<file path="src/rtl/time_parameter.sv">
// time_parameter: programmable phase durations (tBASE, tEXT, tYEL) for the
// traffic-light controller. The programming side writes one duration per
// rising edge of Prog_Sync. The timer/FSM side reads one duration
// combinationally through interval/value.
// Optional build macro: TIME_PARAM_ZERO_GUARD_EN. When it is defined, a write
// of 0 to a single register loads that register's default instead.
module time_parameter #(
  parameter int unsigned     W          = 4,
  parameter logic [W-1:0]    T_BASE_DEF = 4'd6,
  parameter logic [W-1:0]    T_EXT_DEF  = 4'd3,
  parameter logic [W-1:0]    T_YEL_DEF  = 4'd2
) (
  input  logic         clk,
  input  logic         rst_n,
  input  logic [1:0]   Selector,
  input  logic [W-1:0] Time_value,
  input  logic         Prog_Sync,
  input  logic [1:0]   interval,
  output logic [W-1:0] value
);

  // Shared encoding for the write target and the read select
  typedef enum logic [1:0] {
    SEL_BASE     = 2'b00,
    SEL_EXT      = 2'b01,
    SEL_YEL      = 2'b10,
    SEL_DEFAULTS = 2'b11
  } sel_e;

  logic         prog_q;
  logic         write_en;
  logic [W-1:0] t_base;
  logic [W-1:0] t_ext;
  logic [W-1:0] t_yel;
  logic [W-1:0] base_wr;
  logic [W-1:0] ext_wr;
  logic [W-1:0] yel_wr;

  // Strobe history used for rising-edge detection. Reset clears it, so a
  // strobe that is already high when reset releases still counts as an edge.
  always_ff @(posedge clk) begin
    if (!rst_n) prog_q <= 1'b0;
    else        prog_q <= Prog_Sync;
  end

  assign write_en = Prog_Sync & ~prog_q;

  // Compute the value each register would take on a single-register write
  always_comb begin
    base_wr = Time_value;
    ext_wr  = Time_value;
    yel_wr  = Time_value;
`ifdef TIME_PARAM_ZERO_GUARD_EN
    if (Time_value == '0) begin
      base_wr = T_BASE_DEF;
      ext_wr  = T_EXT_DEF;
      yel_wr  = T_YEL_DEF;
    end
`endif
  end

  // Duration registers: reset takes priority over a write in the same cycle
  always_ff @(posedge clk) begin
    if (!rst_n) begin
      t_base <= T_BASE_DEF;
      t_ext  <= T_EXT_DEF;
      t_yel  <= T_YEL_DEF;
    end else if (write_en) begin
      case (sel_e'(Selector))
        SEL_BASE: t_base <= base_wr;
        SEL_EXT:  t_ext  <= ext_wr;
        SEL_YEL:  t_yel  <= yel_wr;
        SEL_DEFAULTS: begin
          t_base <= T_BASE_DEF;
          t_ext  <= T_EXT_DEF;
          t_yel  <= T_YEL_DEF;
        end
        default: ;
      endcase
    end
  end

  // Combinational read mux. Code 11 selects no register and reads as zero.
  always_comb begin
    value = '0;
    case (sel_e'(interval))
      SEL_BASE: value = t_base;
      SEL_EXT:  value = t_ext;
      SEL_YEL:  value = t_yel;
      default:  value = '0;
    endcase
  end

endmodule

</file>
<file path="config.mk">
export PLATFORM = sky130hd
export DESIGN_NAME = time_parameter
export DESIGN_NICKNAME = d
export VERILOG_FILES = /design/src/rtl/time_parameter.sv
export SDC_FILE = /design/constraint.sdc
export NUM_CORES = 1
export LEC_CHECK = 0
export ABC_CLOCK_PERIOD_IN_PS = 1400
export BUFFER_PORTS_ARGS = -buffer_cell sky130_fd_sc_hd__buf_2
export CAP_MARGIN = 20
export CORE_AREA = 2 2 39 41
export DETAILED_ROUTE_END_ITERATION = 8
export DIE_AREA = 0 0 41 43
export GPL_TIMING_DRIVEN = 1
export HOLD_SLACK_MARGIN = 0.03
export MAX_ROUTING_LAYER = met4
export PLACE_DENSITY = 0.75
export SETUP_SLACK_MARGIN = 0.15
export SLEW_MARGIN = 10
export SYNTH_ARGS = -nofsm -noshare
export SYNTH_HDL_FRONTEND = slang
export SYNTH_SLANG_ARGS = --single-unit
</file>
<file path="constraint.sdc">
create_clock -name clk -period 1.4 [get_ports clk]
set_input_delay 0.14 -clock clk [delete_from_list [all_inputs] [get_ports clk]]
set_output_delay 0.14 -clock clk [all_outputs]
set_load 0.03 [all_outputs]
</file>
==> results of run 1 <==
## cells by family (layout without fill, tap and decap cells)
kind of cell,Yosys count,in the layout,share of synthesized area [%]
buffers and inverters,6,20,4.12
DFF,13,13,39.0
muxes,12,12,18.0
and+or+nand+nor,25,25,21.0
AOI/OAI and AO/OA,12,12,12.4
adders and majority gates,3,3,5.62
## state kept, by name (all words and copies together), names as in the netlist
name	cells
t_ext	4
t_yel	4
t_base	4
prog_q	1
## final timing paths
check	start	end	slack, ps	cells past startpoint
setup / recovery	t_base[0]	value[0]	240	3
hold reg to reg	t_ext[3]	t_ext[3]	460	2
hold / removal	Prog_Sync	prog_q	100	2
setup reg to reg	prog_q	t_base[2]	410	3
## area by class of cell
class / count / area, sq um / area share, %
clock buffers: 4 / 26.3 / 3.40
inverters: 2 / 7.51 / 0.971
multi-input cells: 52 / 380 / 49.2
flip-flops and latches: 13 / 262 / 33.8
well taps: 16 / 20.0 / 2.59
repair buffers: 14 / 77.6 / 10.0
## worst max-delay path: cells and delay by family, from the launching register on
family | cells | cell delay (ps)
buffers and inverters | 1 | 220
muxes | 1 | 60
DFF | 1 | 340
AOI/OAI and AO/OA | 1 | 130
## cells in the mapped netlist
library cell	instances
a21oi_1	2
o21ai_1	1
and2_1	1
dfxtp_1	13
nand3b_1	4
o21ai_0	7
nor3_1	2
mux2i_1	12
buf_2	4
nand3_1	2
nor2b_1	4
nand2_1	9
nor3b_1	2
o21ai_4	2
inv_1	2
and2b_4	1
ha_1	3
## metrics by stage
stage | power [uW] | hold slack, ps | area (sq um)
after floorplan | 495 | 262 | 668
after global placement | 531 | 379 | 738
after detailed placement | 533 | 383 | 738
after CTS | 765 | 97.4 | 764
after global routing | 801 | 88.5 | 773
final | 761 | 99.3 | 773
## metal layers
metal | track usage (%) | wire length [microns] | vias to the layer above
li1 | - | - | 275
met1 | 22.8 | 595 | 228
met2 | 24.4 | 563 | 13
met3 | 6.28 | 78 | 5
met4 | 10.0 | 25 | 0
met5 | - | 0 | -
## power groups by stage
stage | Clock [uW] | Sequential (uW) | Combinational, uW
2_1_floorplan | 0 | 400 | 95.0
3_3_place_gp | 0 | 401 | 130
3_5_place_dp | 0 | 402 | 131
4_1_cts | 240 | 393 | 132
5_1_grt | 257 | 395 | 148
6_report | 233 | 393 | 134
==> summary.md, run 1 <==
| Metric | Value |
|---|---|
| Core area | 1380 sq um |
| Worst skew pair latency | 280 ps |
| Syn_nets | 85 |
| Logic pwr share | 17.6% |
| DP Worst Slack | 129 ps |
| DR WL/cell | 12.5 microns |
| # diodes | 0 |
| H-tree levels | 1 |
| DIE HEIGHT | 43 microns |
| Crit path capture type | output port |
| Worst setup SP type | flip-flop |
| Worst hold path class | in2reg |
| P_leak | 0.000359 uW |
| Vias per inst | 5.16 |
| Synth top area share | 39.0% |
| Cell count after synthesis | 71 |
| Site row count | 14 |
| Cell Int Power | 553 uW |
| Fmax | 859 MHz |
| Fillers | 136 |
| Global-route wire length before repair | 2020 microns |
| Post-DP HPWL | 986 microns |
| Status | completed |
| Worst path cell trace | mux2i_1 > o21ai_0 > buf_2 |
| Pwr Density | 984 nW/um^2 |
| DRT Wirelength | 1260 microns |
| Vias in the first global route | 456 |
| Slew headroom | 73.9% |
| Setup total negative slack | 0 ps |
| I/O Buffers | 14 |
| CTS Buf Count | 3 |
| Mean Syn Cell Area | 9.41 sq um |
| Net count reported at finish | 100 |
| Placed Cells | 97 |
| Psw | 207 uW |
| Cell type with the largest total area after synthesis | dfxtp_1 |
| Slowest CP cell | dfxtp_1 |
| Distinct cells, synth | 17 |
| 1st-pass router iterations | 4 |
| CP Max Fanout | 2 |
| Largest cells by area after synthesis | dfxtp_1, mux2i_1, ha_1 |
| Final hold vios | 0 |
| Antenna-violating nets left | 0 |
| Yosys Warn Count | 0 |
| Max-Cap Viols | 0 |
| Worst EP required | 1260 ps |
| Most frequent cells in the layout | mux2i_1, dfxtp_1, buf_2 |
| GRT Resource Usage Total | 18.0% |
| Via count | 521 |
| Setup Viol. Count Final | 0 |
| Seq/Total Area, Yosys | 39.0% |
| Mapped cell area | 668 sq um |
| Least-Margin Pin Slew | 391 ps |
| Time the worst path needs with I/O delays and setup | 1160 ps |
| Die ar. | 1760 sq um |
| Tcrit/Tclk final | 83.2% |
| Util after Layout | 55.9% |
| Final worst slack | 236 ps |
| DRC violation count after routing | 0 |
| Clk buf depth | 2 |
| VDD IR max | 0.000554 V |
| Clk_skew | 2.07 ps |
| GR Overflow Total | 0 |
| Post-route non-filler standard cell count | 101 |
| Routability congestion estimate from global placement | 0.734 |
| CP max stage delay | 340 ps |
| Largest net degree at the start of global routing | 19 |
| TritonCTS clock tree | done |
| Setup CP Type | reg2out |
| Clock power share | 30.7% |
| Chip Width | 41 microns |
| Io pins | 15 |
| Clock sink count | 13 |
| Area growth syn-to-layout | 15.7% |
| Sequential share of power | 51.7% |
| RSZ-0062 raised after global routing | yes |
| Starting Density | 48.3% |
| Initial antenna violation count | 0 |
| Share of layout cells above drive strength 1 | 24.7% |
| Clock-pin slew on the worst setup and hold paths | 80 ps |
| Setup Buffers After CTS | 0 |
| Synth Register Bits | 13 |
| Post_cts resized | 0 |
| Clock root cell | clkbuf_4 |
| Initial DRC count | 4 |
| Pins over their slew limit | 0 |
| Sw Share | 27.2% |
| Worst Path Arrival | 1020 ps |
| Hold buffer count at cts | 0 |
(Power assumes the default switching activity.)
==> run 2, diff against run 1 <==
--- a/config.mk
+++ b/config.mk
@@ -5,12 +5,12 @@
 export SDC_FILE = /design/constraint.sdc
 export NUM_CORES = 1
 export LEC_CHECK = 0
-export ABC_CLOCK_PERIOD_IN_PS = 1400
+export ABC_CLOCK_PERIOD_IN_PS = 1100
 export BUFFER_PORTS_ARGS = -buffer_cell sky130_fd_sc_hd__buf_2
 export CAP_MARGIN = 20
-export CORE_AREA = 2 2 39 41
+export CORE_MARGIN = 2
+export CORE_UTILIZATION = 50
 export DETAILED_ROUTE_END_ITERATION = 8
-export DIE_AREA = 0 0 41 43
 export GPL_TIMING_DRIVEN = 1
 export HOLD_SLACK_MARGIN = 0.03
 export MAX_ROUTING_LAYER = met4
==> constraint.sdc (replaced) <==
create_clock -name clk -period 1.1 [get_ports clk]
set_input_delay 0.11 -clock clk [delete_from_list [all_inputs] [get_ports clk]]
set_output_delay 0.11 -clock clk [all_outputs]
set_load 0.03 [all_outputs]
==> run 2 against run 1 <==
The run now ends with setup timing left. Sequential share of layout area shrank 0.99 points. Via count is 4.4% higher. Utilization up 9.0 points. Total power up 31%. Global-route usage grew 4.2 points. Setup slack worse by 260 ps.
==> summary.md, run 2 (synthesis gave the netlist of run 1 again) <==
| Metric | Value |
|---|---|
| GR Overflow Total | 0 (unchanged) |
| Initial antenna violation count | 0 (unchanged) |
| Site row count | 13 (was 14) |
| Io pins | 15 (unchanged) |
| Hold buffer count at cts | 0 (unchanged) |
| TritonCTS clock tree | done (unchanged) |
| Vias per inst | 5.23 (was 5.16) |
| Largest registers | t_base (4), t_ext (4), t_yel (4) (unchanged) |
| Time the worst path needs with I/O delays and setup | 1120 ps |
| # diodes | 0 (unchanged) |
| Core area | 1270 sq um (was 1380 sq um) |
| Vias in the first global route | 524 (was 456) |
| Clk_skew | 7.30 ps (was 2.07 ps) |
| Final worst slack | -20.9 ps (was 236 ps) |
| Worst hold path class | in2reg (unchanged) |
| Status | finished with violations (was completed) |
| Util after Layout | 64.9% (was 55.9%) |
| I/O Buffers | 14 (unchanged) |
| Pins over their slew limit | 0 (unchanged) |
| H-tree levels | 1 (unchanged) |
| CP Max Fanout | 2 (unchanged) |
| GRT Resource Usage Total | 22.2% (was 18.0%) |
| Most frequent cells in the layout | mux2i_1, buf_2, nand2_1 (was mux2i_1, dfxtp_1, buf_2) |
| VDD IR max | 0.000712 V (was 0.000554 V) |
| Chip Width | 40.6 microns (was 41 microns) |
| 1st-pass router iterations | 4 (unchanged) |
| Crit path capture type | output port (unchanged) |
| Setup CP Type | reg2out (unchanged) |
| Final hold vios | 0 (unchanged) |
| P_leak | 0.000383 uW (was 0.000359 uW) |
| Clock-pin slew on the worst setup and hold paths | 80 ps (about the same) |
| Clock root cell | clkbuf_4 (unchanged) |
| Worst Path Arrival | 1010 ps (was 1020 ps) |
| Clk buf depth | 2 (unchanged) |
| Total power | 997 uW (was 761 uW) |
| Worst EP required | 990 ps (was 1260 ps) |
| Starting Density | 52.7% (was 48.3%) |
| Worst setup SP type | flip-flop (unchanged) |
| Net count reported at finish | 104 (was 100) |
| DIE HEIGHT | 40.6 microns (was 43 microns) |
| Failing checks | setup timing |
| DRT Wirelength | 1420 microns (was 1260 microns) |
| DR WL/cell | 13.6 microns (was 12.5 microns) |
| Largest net degree at the start of global routing | 19 (unchanged) |
| Commonest non-fill, non-tap cell in the layout | mux2i_1 |
| DRC violation count after routing | 0 (unchanged) |
| Post-DP HPWL | 1020 microns (was 986 microns) |
| Worst skew pair latency | 280 ps (about the same) |
| RSZ-0062 raised after global routing | yes (unchanged) |
| Area of the multi-input gates | 390 sq um (was 380 sq um) |
| Antenna-violating nets left | 0 (unchanged) |
| Die ar. | 1640 sq um (was 1760 sq um) |
| Post-route cell area | 823 sq um (was 773 sq um) |
| Sequential standard cell area | 270 sq um (was 262 sq um) |
| Max-Cap Viols | 0 (unchanged) |
| Via count | 544 (was 521) |
| Placed cell areas | 759 sq um (was 738 sq um) |
| Share of layout cells above drive strength 1 | 38.2% (was 24.7%) |
| Fmax | 892 MHz |
| CTS Buf Count | 3 (unchanged) |
| Tcrit/Tclk final | 102% |
| Setup Viol. Count Final | 2 (was 0) |
| Setup total negative slack | -25.3 ps (was 0 ps) |
| Least-Margin Pin Slew | 421 ps (was 391 ps) |
| Pwr Density | 1210 nW/um^2 (was 984 nW/um^2) |
| Fillers | 124 (was 136) |
| Slew headroom | 71.9% (was 73.9%) |
| Routability congestion estimate from global placement | 0.754 (was 0.734) |
| Initial DRC count | 6 (was 4) |
| Clock sink count | 13 (unchanged) |
| Area growth syn-to-layout | 23.2% (was 15.7%) |
| Global-route wire length before repair | 2230 microns (was 2020 microns) |
| DP Worst Slack | -75.2 ps (was 129 ps) |
run 2: per-stage QoR:
stage,hold WS [ps],cells
2_1_floorplan,232,71
5_1_grt,58.4,104
3_5_place_dp,349,99
6_report,56.7,104
3_3_place_gp,341,99
4_1_cts,51.4,104
run 2: power breakdown:
| group | switching, uW | total (uW) | internal, uW |
|---|---|---|---|
| logic | 107 | 195 | 87.5 |
| registers | 10.8 | 504 | 493 |
| clock network | 158 | 299 | 141 |
| total | 276 | 997 | 721 |
run 2: final timing paths:
path	slack (ps)	to	depth (start not counted)	start
setup / recovery	-20	value[0]	3	t_base[0]
hold / removal	60	prog_q	2	Prog_Sync
setup reg to reg	90	t_base[3]	4	prog_q
hold reg to reg	460	t_ext[2]	2	t_ext[2]
run 2: area by class of cell:
cell class,count,area share (%)
Timing Repair Buffer,18,13.4
Tap cell,15,2.28
Sequential cell,13,32.8
Multi-Input combinational cell,52,47.4
Clock buffer,4,3.19
Inverter,2,0.912
run 2: timing repair:
item,in CTS,in global routing
setup buffers,1,0
pin swaps,2,2
resized for setup,15,2
endpoints found under the setup margin,13,16
run 2: critical path, cell delays in order, from the launching register on:
cell     delay, ps
dfxtp_2        350
mux2i_1         60
o21ai_1        140
buf_4          180
run 2: per-layer routing:
layer	part of all wire, %	global-route usage, %	vias to the layer above
met2	48	36.1	17
met1	46	25.8	247
met5	0	-	-
met3	4.8	6.67	2
met4	1.3	7.50	0
li1	-	-	278
==> run 3, diff against run 2 <==
==> constraint.sdc (replaced) <==
create_clock -name clk -period 1.1 [get_ports clk]
set_input_delay 0.11 -clock clk [delete_from_list [all_inputs] [get_ports clk]]
set_output_delay 0.11 -clock clk [all_outputs]
set_load 0.01 [all_outputs]
==> run 3 against run 2 <==
The flow now finishes without violations. Die area stayed put. Via count is 2.0% higher. Global-route usage is 3.1 points lower. Non-clock buffer count is 1 higher. Clock skew is 1.4 ps lower. Final cell count is 0.96% higher. Setup slack better by 65 ps. Fmax is 6.2% higher. Critical path depth stayed put. Design area is 1.8% higher. Critical path type unchanged. Largest power group unchanged. Highest routed layer unchanged.
==> summary.md, run 3 (synthesis gave the netlist of run 1 again) <==
| Metric | Value |
|---|---|
| Status | completed (was finished with violations) |
| Net count reported at finish | 105 (was 104) |
| Initial DRC count | 4 (was 6) |
| Worst hold path class | in2reg (unchanged) |
| Clock root cell | clkbuf_4 (unchanged) |
| Crit path capture type | output port (unchanged) |
| Hold buffer count at cts | 0 (unchanged) |
| Vias per inst | 5.29 (was 5.23) |
| Via count | 555 (was 544) |
| Placed Cells | 98 (was 99) |
| Global-route wire length before repair | 1970 microns (was 2230 microns) |
| Worst path bufs/invs | 1 (unchanged) |
| GR Overflow Total | 0 (unchanged) |
| DR WL/cell | 12.5 microns (was 13.6 microns) |
| Worst path top cell family by delay | flip-flops (unchanged) |
| GRT Resource Usage Total | 19.1% (was 22.2%) |
| Worst path cell trace | mux2i_1 > o21ai_1 > buf_2 (was mux2i_1 > o21ai_1 > buf_4) |
| DIE HEIGHT | 40.6 microns (unchanged) |
| RSZ-0062 raised after global routing | yes (unchanged) |
| Slowest CP cell | dfxtp_2 (unchanged) |
| Antenna-violating nets left | 0 (unchanged) |
| Io pins | 15 (unchanged) |
| Core area | 1270 sq um (unchanged) |
| H-tree levels | 1 (unchanged) |
| Worst EP required | 990 ps (about the same) |
| Commonest non-fill, non-tap cell in the layout | buf_2 (was mux2i_1) |
| Largest registers | t_base (4), t_ext (4), t_yel (4) (unchanged) |
| DRC violation count after routing | 0 (unchanged) |
| 1st-pass router iterations | 2 (was 4) |
| I/O Buffers | 14 (unchanged) |
| CP max stage delay | 320 ps (was 350 ps) |
| Clock-pin slew on the worst setup and hold paths | 80 ps (about the same) |
| Worst setup SP type | flip-flop (unchanged) |
| Post-route cell area | 838 sq um (was 823 sq um) |
| Capture point of the worst reg-to-reg path | t_base[3] (unchanged) |
| Hold Crit Endpoint | prog_q (unchanged) |
| WHS Path Cells | 2 (unchanged) |
| TritonCTS clock tree | done (unchanged) |
| Final hold vios | 0 (unchanged) |
| Placed cell areas | 752 sq um (was 759 sq um) |
| FF-to-FF path depth | 4 (unchanged) |
| Tcrit/Tclk final | 96.0% (was 102%) |
| Worst Path Arrival | 950 ps (was 1010 ps) |
| Share of layout cells above drive strength 1 | 43.3% (was 38.2%) |
| Largest net degree at the start of global routing | 19 (unchanged) |
| Vias in the first global route | 454 (was 524) |
| Clk_skew | 5.90 ps (was 7.30 ps) |
| Fillers | 108 (was 124) |
| R2r setup slk | 110 ps (was 90 ps) |
| Pwr Density | 1160 nW/um^2 (was 1210 nW/um^2) |
| Post-route non-filler standard cell count | 105 (was 104) |
| HP Start | Prog_Sync (unchanged) |
| P_leak | 0.000385 uW (was 0.000383 uW) |
| CP Max Fanout | 2 (unchanged) |
| Die ar. | 1640 sq um (unchanged) |
| Most frequent cells in the layout | buf_2, mux2i_1, nand2_1 (was mux2i_1, buf_2, nand2_1) |
| Chip Width | 40.6 microns (unchanged) |
| Starting Density | 52.7% (unchanged) |
| Max-Cap Viols | 0 (unchanged) |
| Fin Hold WS | 68.8 ps (was 56.7 ps) |
| Time the worst path needs with I/O delays and setup | 1060 ps (was 1120 ps) |
| Site row count | 13 (unchanged) |
| Initial antenna violation count | 0 (unchanged) |
| Clk buf depth | 2 (unchanged) |
| FF-to-FF Start | prog_q (unchanged) |
| Util after Layout | 66.1% (was 64.9%) |
| Area growth syn-to-layout | 25.5% (was 23.2%) |
| # diodes | 0 (unchanged) |
| Slew headroom | 71.5% (was 71.9%) |
| Pins over their slew limit | 0 (unchanged) |
| Clock sink count | 13 (unchanged) |
| CTS Buf Count | 3 (unchanged) |
| Setup Viol. Count Final | 0 (was 2) |
| Least-Margin Pin Slew | 428 ps (was 421 ps) |
| Fmax | 947 MHz (was 892 MHz) |
| VDD IR max | 0.000785 V (was 0.000712 V) |
| DRT Wirelength | 1310 microns (was 1420 microns) |
| Worst skew pair latency | 270 ps (was 280 ps) |
| Routability congestion estimate from global placement | 0.783 (was 0.754) |
| Setup CP Type | reg2out (unchanged) |
run 3: changes by cell type in the layout (fill, tap and decap cells not counted), sizes merged:
| cell | before | now |
|---|---|---|
| buf | 18 | 19 |
run 3: what timing repair did:
item                                    4_1_cts  5_1_grt
pin swaps                                     0        2
endpoints found under the setup margin        7       16
cloned                                        0        0
buffers inserted                              2        1
resized for setup                             9       12
run 3: through the flow:
step	power [uW]	setup slack (ps)	setup TNS [ps]
2_1_floorplan	614	176	0
3_3_place_gp	668	-110	-219
3_5_place_dp	669	-115	-278
4_1_cts	955	38.5	0
5_1_grt	1010	-3.69	-5.16
6_report	970	44.5	0
run 3: cell type report:
type	count	area (sq um)	area share [%]
Tap cell	15	18.8	2.24
Clock buffer	4	26.3	3.13
Multi-Input combinational cell	52	408	48.7
Sequential cell	13	270	32.2
Inverter	2	7.51	0.896
Timing Repair Buffer	19	108	12.8
run 3: worst max-delay path by stage:
| stage | from | to | slack [ps] | depth (start not counted) |
|---|---|---|---|---|
| 3_3_place_gp | Selector[0] | t_base[1] | -110 | 6 |
| 3_5_place_dp | Selector[0] | t_base[1] | -120 | 6 |
| 4_1_cts | t_base[2] | value[2] | 40 | 3 |
| 6_report | t_yel[0] | value[0] | 40 | 3 |
| 2_1_floorplan | Selector[0] | t_base[1] | 180 | 5 |
| 5_1_grt | t_yel[0] | value[0] | -4 | 3 |
run 3: per-layer routing:
metal  vias up  routed length [microns]  part of all wire, %  GRT usage, %
met1       251                      644                   49          24.7
met5         -                        0                    0             -
li1        286                        -                    -             -
met4         0                       17                  1.3          7.50
met3         5                       58                  4.4          3.33
met2        13                      590                   45          29.4
run 3: worst reg2reg max path: cells and delay by family, from the launching register on:
family          cells  cell delay, ps
buf+inv             1             210
flops               1             320
compound gates      1              60
simple gates        2             310
run 3: power by group:
part           total, uW  switching [uW]  internal [uW]
Clock                286             145            140
Sequential           503            9.87            493
Combinational        181            95.8           85.7
